<file path="src/rtl/bit_serial_adder_ctrl.sv">
// Bit-serial add/subtract sequencer: one full adder reused over WIDTH cycles, LSB first,
// with valid/ready handshakes on the operand and result sides.

module bit_serial_full_adder (
    input  logic a,
    input  logic b,
    input  logic c_in,
    output logic s,
    output logic c_out
);
    assign s     = a ^ b ^ c_in;
    assign c_out = (a & b) | (c_in & (a ^ b));
endmodule

module bit_serial_adder_ctrl #(
    parameter int WIDTH = 16,
    parameter int CNT_W = 5
) (
    input  logic             clk,
    input  logic             rst,
    input  logic             in_valid,
    output logic             in_ready,
    input  logic [WIDTH-1:0] op_a,
    input  logic [WIDTH-1:0] op_b,
    input  logic             sub,
    output logic             out_valid,
    input  logic             out_ready,
    output logic [WIDTH-1:0] sum,
    output logic             c_out,
    output logic             overflow,
    output logic             busy
);

    typedef enum logic [1:0] {
        S_IDLE,
        S_RUN,
        S_DONE
    } state_e;

    state_e             state_q,     state_d;
    logic [WIDTH-1:0]   a_sh_q,      a_sh_d;
    logic [WIDTH-1:0]   b_sh_q,      b_sh_d;
    logic [WIDTH-1:0]   sum_sh_q,    sum_sh_d;
    logic               carry_q,     carry_d;
    logic               overflow_q,  overflow_d;
    logic [CNT_W-1:0]   cnt_q,       cnt_d;
    logic               in_ready_q,  in_ready_d;
    logic               out_valid_q, out_valid_d;
    logic               busy_q,      busy_d;

    logic fa_s;
    logic fa_c;

    bit_serial_full_adder u_fa (
        .a     (a_sh_q[0]),
        .b     (b_sh_q[0]),
        .c_in  (carry_q),
        .s     (fa_s),
        .c_out (fa_c)
    );

    always_comb begin
        // NOTE: every _d gets a hold default first so no path through the case infers a latch.
        state_d     = state_q;
        a_sh_d      = a_sh_q;
        b_sh_d      = b_sh_q;
        sum_sh_d    = sum_sh_q;
        carry_d     = carry_q;
        overflow_d  = overflow_q;
        cnt_d       = cnt_q;
        in_ready_d  = in_ready_q;
        out_valid_d = out_valid_q;
        busy_d      = busy_q;

        case (state_q)
            S_IDLE: begin
                if (in_valid && in_ready_q) begin
                    // Subtraction is A + ~B + 1: invert B and seed the carry with 1.
                    a_sh_d     = op_a;
                    b_sh_d     = sub ? ~op_b : op_b;
                    carry_d    = sub;
                    cnt_d      = '0;
                    sum_sh_d   = '0;
                    overflow_d = 1'b0;
                    in_ready_d = 1'b0;
                    busy_d     = 1'b1;
                    state_d    = S_RUN;
                end
            end
            S_RUN: begin
                sum_sh_d = {fa_s, sum_sh_q[WIDTH-1:1]};
                a_sh_d   = {1'b0, a_sh_q[WIDTH-1:1]};
                b_sh_d   = {1'b0, b_sh_q[WIDTH-1:1]};
                carry_d  = fa_c;
                cnt_d    = cnt_q + CNT_W'(1);
                if (cnt_q == CNT_W'(WIDTH - 1)) begin
                    // carry_q is the carry into the MSB, fa_c the carry out of it.
                    overflow_d  = carry_q ^ fa_c;
                    busy_d      = 1'b0;
                    out_valid_d = 1'b1;
                    state_d     = S_DONE;
                end
            end
            S_DONE: begin
                if (out_ready) begin
                    out_valid_d = 1'b0;
                    in_ready_d  = 1'b1;
                    state_d     = S_IDLE;
                end
            end
            default: begin
                out_valid_d = 1'b0;
                busy_d      = 1'b0;
                in_ready_d  = 1'b1;
                state_d     = S_IDLE;
            end
        endcase
    end

    // NOTE: state registers use non-blocking assignments so all flops update from pre-edge values.
    always_ff @(posedge clk) begin
        if (rst) begin
            state_q     <= S_IDLE;
            a_sh_q      <= '0;
            b_sh_q      <= '0;
            sum_sh_q    <= '0;
            carry_q     <= 1'b0;
            overflow_q  <= 1'b0;
            cnt_q       <= '0;
            in_ready_q  <= 1'b1;
            out_valid_q <= 1'b0;
            busy_q      <= 1'b0;
        end else begin
            state_q     <= state_d;
            a_sh_q      <= a_sh_d;
            b_sh_q      <= b_sh_d;
            sum_sh_q    <= sum_sh_d;
            carry_q     <= carry_d;
            overflow_q  <= overflow_d;
            cnt_q       <= cnt_d;
            in_ready_q  <= in_ready_d;
            out_valid_q <= out_valid_d;
            busy_q      <= busy_d;
        end
    end

    assign in_ready  = in_ready_q;
    assign out_valid = out_valid_q;
    assign busy      = busy_q;
    assign sum       = sum_sh_q;
    assign c_out     = carry_q;
    assign overflow  = overflow_q;

endmodule

</file>
<file path="config.mk">
export PLATFORM = sky130hd
export DESIGN_NAME = bit_serial_adder_ctrl
export DESIGN_NICKNAME = d
export VERILOG_FILES = /design/src/rtl/bit_serial_adder_ctrl.sv
export SDC_FILE = /design/constraint.sdc
export NUM_CORES = 1
export LEC_CHECK = 0
export ABC_AREA = 1
export CAP_MARGIN = 20
export CORE_MARGIN = 1
export CORE_UTILIZATION = 25
export DETAILED_ROUTE_END_ITERATION = 12
export PLACE_DENSITY = 0.41
export SETUP_SLACK_MARGIN = 0.4
export SLEW_MARGIN = 10
export SYNTH_ARGS = -nofsm -noshare
export SYNTH_HDL_FRONTEND = slang
export SYNTH_SLANG_ARGS = --single-unit
</file>
<file path="constraint.sdc">
create_clock -name clk -period 1.8 [get_ports clk]
set_input_delay 0.45 -clock clk [delete_from_list [all_inputs] [get_ports clk]]
set_output_delay 0.45 -clock clk [all_outputs]
set_load 0.01 [all_outputs]
</file>
==> results_dict.tcl <==
set metrics [dict create \
    slowest_delay_ns 0.32 \
    routed-via-count 2740 \
    worst_ep_required_ns 1.35 \
    floorplan.initialDensity 0.256 \
    critPathKind "reg2out" \
    cpLargestDelayFamily "flip-flops" \
    number_of_violations_of_the_max_capacitance_limit 0 \
    cts.reportedPaths.clkPinSlew_ns 0.05 \
    drt-total-wl_mm 7.37 \
    timing.hold.worst.class "reg2reg" \
    tritoncts_clock_tree "done" \
    timing.critical_path.fanout_max 2 \
    max-slew-margin-rel 0.809 \
    synth_cell_type_count 26 \
    cts.path.max_buffers 2 \
    grt_overflow_total 0 \
    portBuffers 57 \
    rrSetupSlack_ns 0.46 \
    layout_worst_path_cycle_share 0.755 \
    antenna_cells_inserted 0 \
    synth.yosys.warnings 0 \
    clkSinkCount 60 \
    vdd_ir_drop_max_uv 460 \
    grt_pass1_vias 2594 \
    post_drt_wl_per_cell_um 11.3 \
    die_height_um 110 \
    synth_area_per_cell_um2 6.52 \
    cts_max_level 3 \
    netlist_instances 447 \
    maxClockFrequency_mhz 736 \
    timing.hold.worst.start "sum[0]$_SDFFE_PP0P_" \
    end_kind "output port" \
    setup.worst_path.start_class "flip-flop" \
    combinationalPowerShare 0.171 \
    design.final.nets 547 \
    grt_setup_unrepaired "yes" \
    finalMaxSlewViolations 0 \
    drive_above_1_share 0.133 \
    placement_rows 39 \
    sequentialPowerShare 0.413 \
    dr.pass1.iters 4 \
    worstPathBufferInverterCount 1 \
    holdWs_ns 0.464 \
    internal_power_mw 2.60 \
    crit_path_cell_trace "dlygate4sd2_1" \
    clock-skew-final_ns 0.00617 \
    grt_antenna_before_repair 0 \
    clk_pwr_share 0.416 \
    global_route_wire_length_before_repair_mm 12.1 \
    r2r_cells 4 \
    insertion_delay_ns 0.32 \
    grtUsageTotal 0.130 \
    cts_buffers 9 \
    power_density_nw_per_um2 887 \
    r2r_start "c_out$_SDFFE_PP0P_" \
    hold_buffers 0 \
    most_common_cell_after_layout_fill_and_taps_aside "nand2_1" \
    synth_nets 487 \
    area_inside_the_core_boundary_um2 11400 \
    detail_route.drc_violations 0 \
    cp_data_arrival_time_ns 0.91 \
    netSwitchingFraction 0.265 \
    routability_congestion_estimate_from_global_placement 0.660 \
    crit_slowest_cell "dfxtp_1" \
    final_period_minus_worst_setup_slack_ns 1.36 \
    whs_path_depth 2 \
    dieArea_um2 12100 \
    pin_count_of_the_biggest_net_entering_global_routing 38 \
    clock-root-buffer "clkbuf_16" \
    area_delta_synth_final_pct 37.0 \
    final_util 0.351 \
    antenna_left 0 \
    status "finished clean" \
    yosysSeqAreaShare 0.412 \
    final_cell_mix "nand2_1, dfxtp_1, inv_1" \
    net_switching_power_of_the_design_mw 0.937 \
    hold_path_end "sum[0]$_SDFFE_PP0P_" \
    finalSetupViolations 0 \
    worstReg2RegEnd "sum[15]$_SDFFE_PP0P_" \
    worst_pin_slew_ns 0.286 \
    initialDrtViolationCount 92 \
    synth_area_um2 2910 \
    hold_violations 0 \
    postSynthRegisterBits 60 \
    layout.filler_cells 1279 \
    ios 58 \
    dieWidth_um 110 \
    power_leakage_nw 1.87 \
    detailedPlacementHpwl_mm 4.56 \
    avgViaCountPerCell 4.19 \
]
[metal layers]
metal,wire length (um),part of all wire,vias up,global-route usage
met1,3640,0.49,1198,0.156
met4,48,0.0065,0,0.0286
met3,300,0.041,5,0.0403
met2,3370,0.46,48,0.228
met5,0,0,-,0
li1,-,-,1489,-
[worst max path at each step]
stage,slack [ns],from,cells after the start,end
6_report,0.44,overflow$_SDFFE_PP0P_,1,overflow
5_1_grt,0.37,cnt_q[0]$_SDFFE_PP0P_,6,cnt_q[4]$_SDFFE_PP0P_
4_1_cts,0.35,in_ready$_SDFFE_PP1P_,1,in_ready
3_5_place_dp,-0.002,in_valid,6,sum[14]$_SDFFE_PP0P_
3_3_place_gp,0.03,in_valid,6,c_out$_SDFFE_PP0P_
2_1_floorplan,0.46,c_out$_SDFFE_PP0P_,4,sum[15]$_SDFFE_PP0P_
[synthesized netlist by cell type (all sizes together)]
library cell  instances  area, um^2
inv                  42         158
fa                    1        20.0
or2                   3        18.8
dfxtp                60        1200
nor2                 38         158
ha                    2        25.0
nand3b                1        7.51
nand3                35         188
nand2               191         732
buf                  19         118
a21boi                1        7.51
o21ai                19        95.1
xnor2                 1        8.76
a21oi                27         135
xor2                  1        8.76
clkinv                1        8.76
o21a                  1        7.51
clkbuf                4        16.3
[what timing repair did]
| action | CTS | global route |
|---|---|---|
| gates resized for setup | 46 | 35 |
| setup buffers | 2 | 2 |
| pin swaps | 1 | 3 |
| cloned | 1 | 1 |
| setup endpoints to repair | 65 | 72 |
[cells by family after synthesis]
kind of cell,Yosys count,share of synthesized area
buffers and inverters,66,0.103
adders and majority gates,3,0.0155
xor gates and xnor gates,2,0.00601
and+or+nand+nor,268,0.379
DFF,60,0.412
AOI/OAI and AO/OA,48,0.0842
[through the flow]
stage / power, mW / instances / setup TNS (ns) / cell area, um^2 / setup WS (ns)
floorplan: 1.83 / 447 / 0 / 2910 / 0.455
global placement: 2.04 / 633 / 0 / 3650 / 0.0293
detailed placement: 2.05 / 633 / -0.00152 / 3650 / -0.00152
CTS: 3.58 / 651 / 0 / 3980 / 0.352
global route: 3.73 / 654 / 0 / 3990 / 0.369
finish: 3.54 / 654 / 0 / 3990 / 0.442
[registers in the layout, summed over array words and instances, names as in the netlist]
| register | count |
|---|---|
| state_q | 2 |
| in_ready | 1 |
| a_sh_q | 16 |
| sum | 16 |
| b_sh_q | 16 |
| overflow | 1 |
| busy | 1 |
| c_out | 1 |
| cnt_q | 5 |
| out_valid | 1 |
[worst register-to-register path: stages, from the launching register on]
cell	delay, ns
dfxtp_4	0.36
inv_1	0.06
fa_2	0.46
or2_4	0.27
a21oi_2	0.13
[power groups by stage]
stage | Clock [mW] | Combinational (mW) | Sequential [mW]
after global routing | 1.58 | 0.686 | 1.47
final | 1.47 | 0.607 | 1.46
after CTS | 1.52 | 0.599 | 1.46
after detailed placement | 0 | 0.562 | 1.49
after global placement | 0 | 0.557 | 1.48
after floorplan | 0 | 0.355 | 1.48
[final cells by class]
type | instances | area, um^2 | share of cell area
Multi-Input combinational cell | 321 | 1460 | 0.366
Sequential cell | 60 | 1210 | 0.304
Timing Repair Buffer | 72 | 709 | 0.178
Clock buffer | 12 | 236 | 0.0592
Tap cell | 143 | 179 | 0.0448
Inverter | 43 | 178 | 0.0445
Clock inverter | 3 | 15.0 | 0.00376
Power figures use the tool's default switching activity.
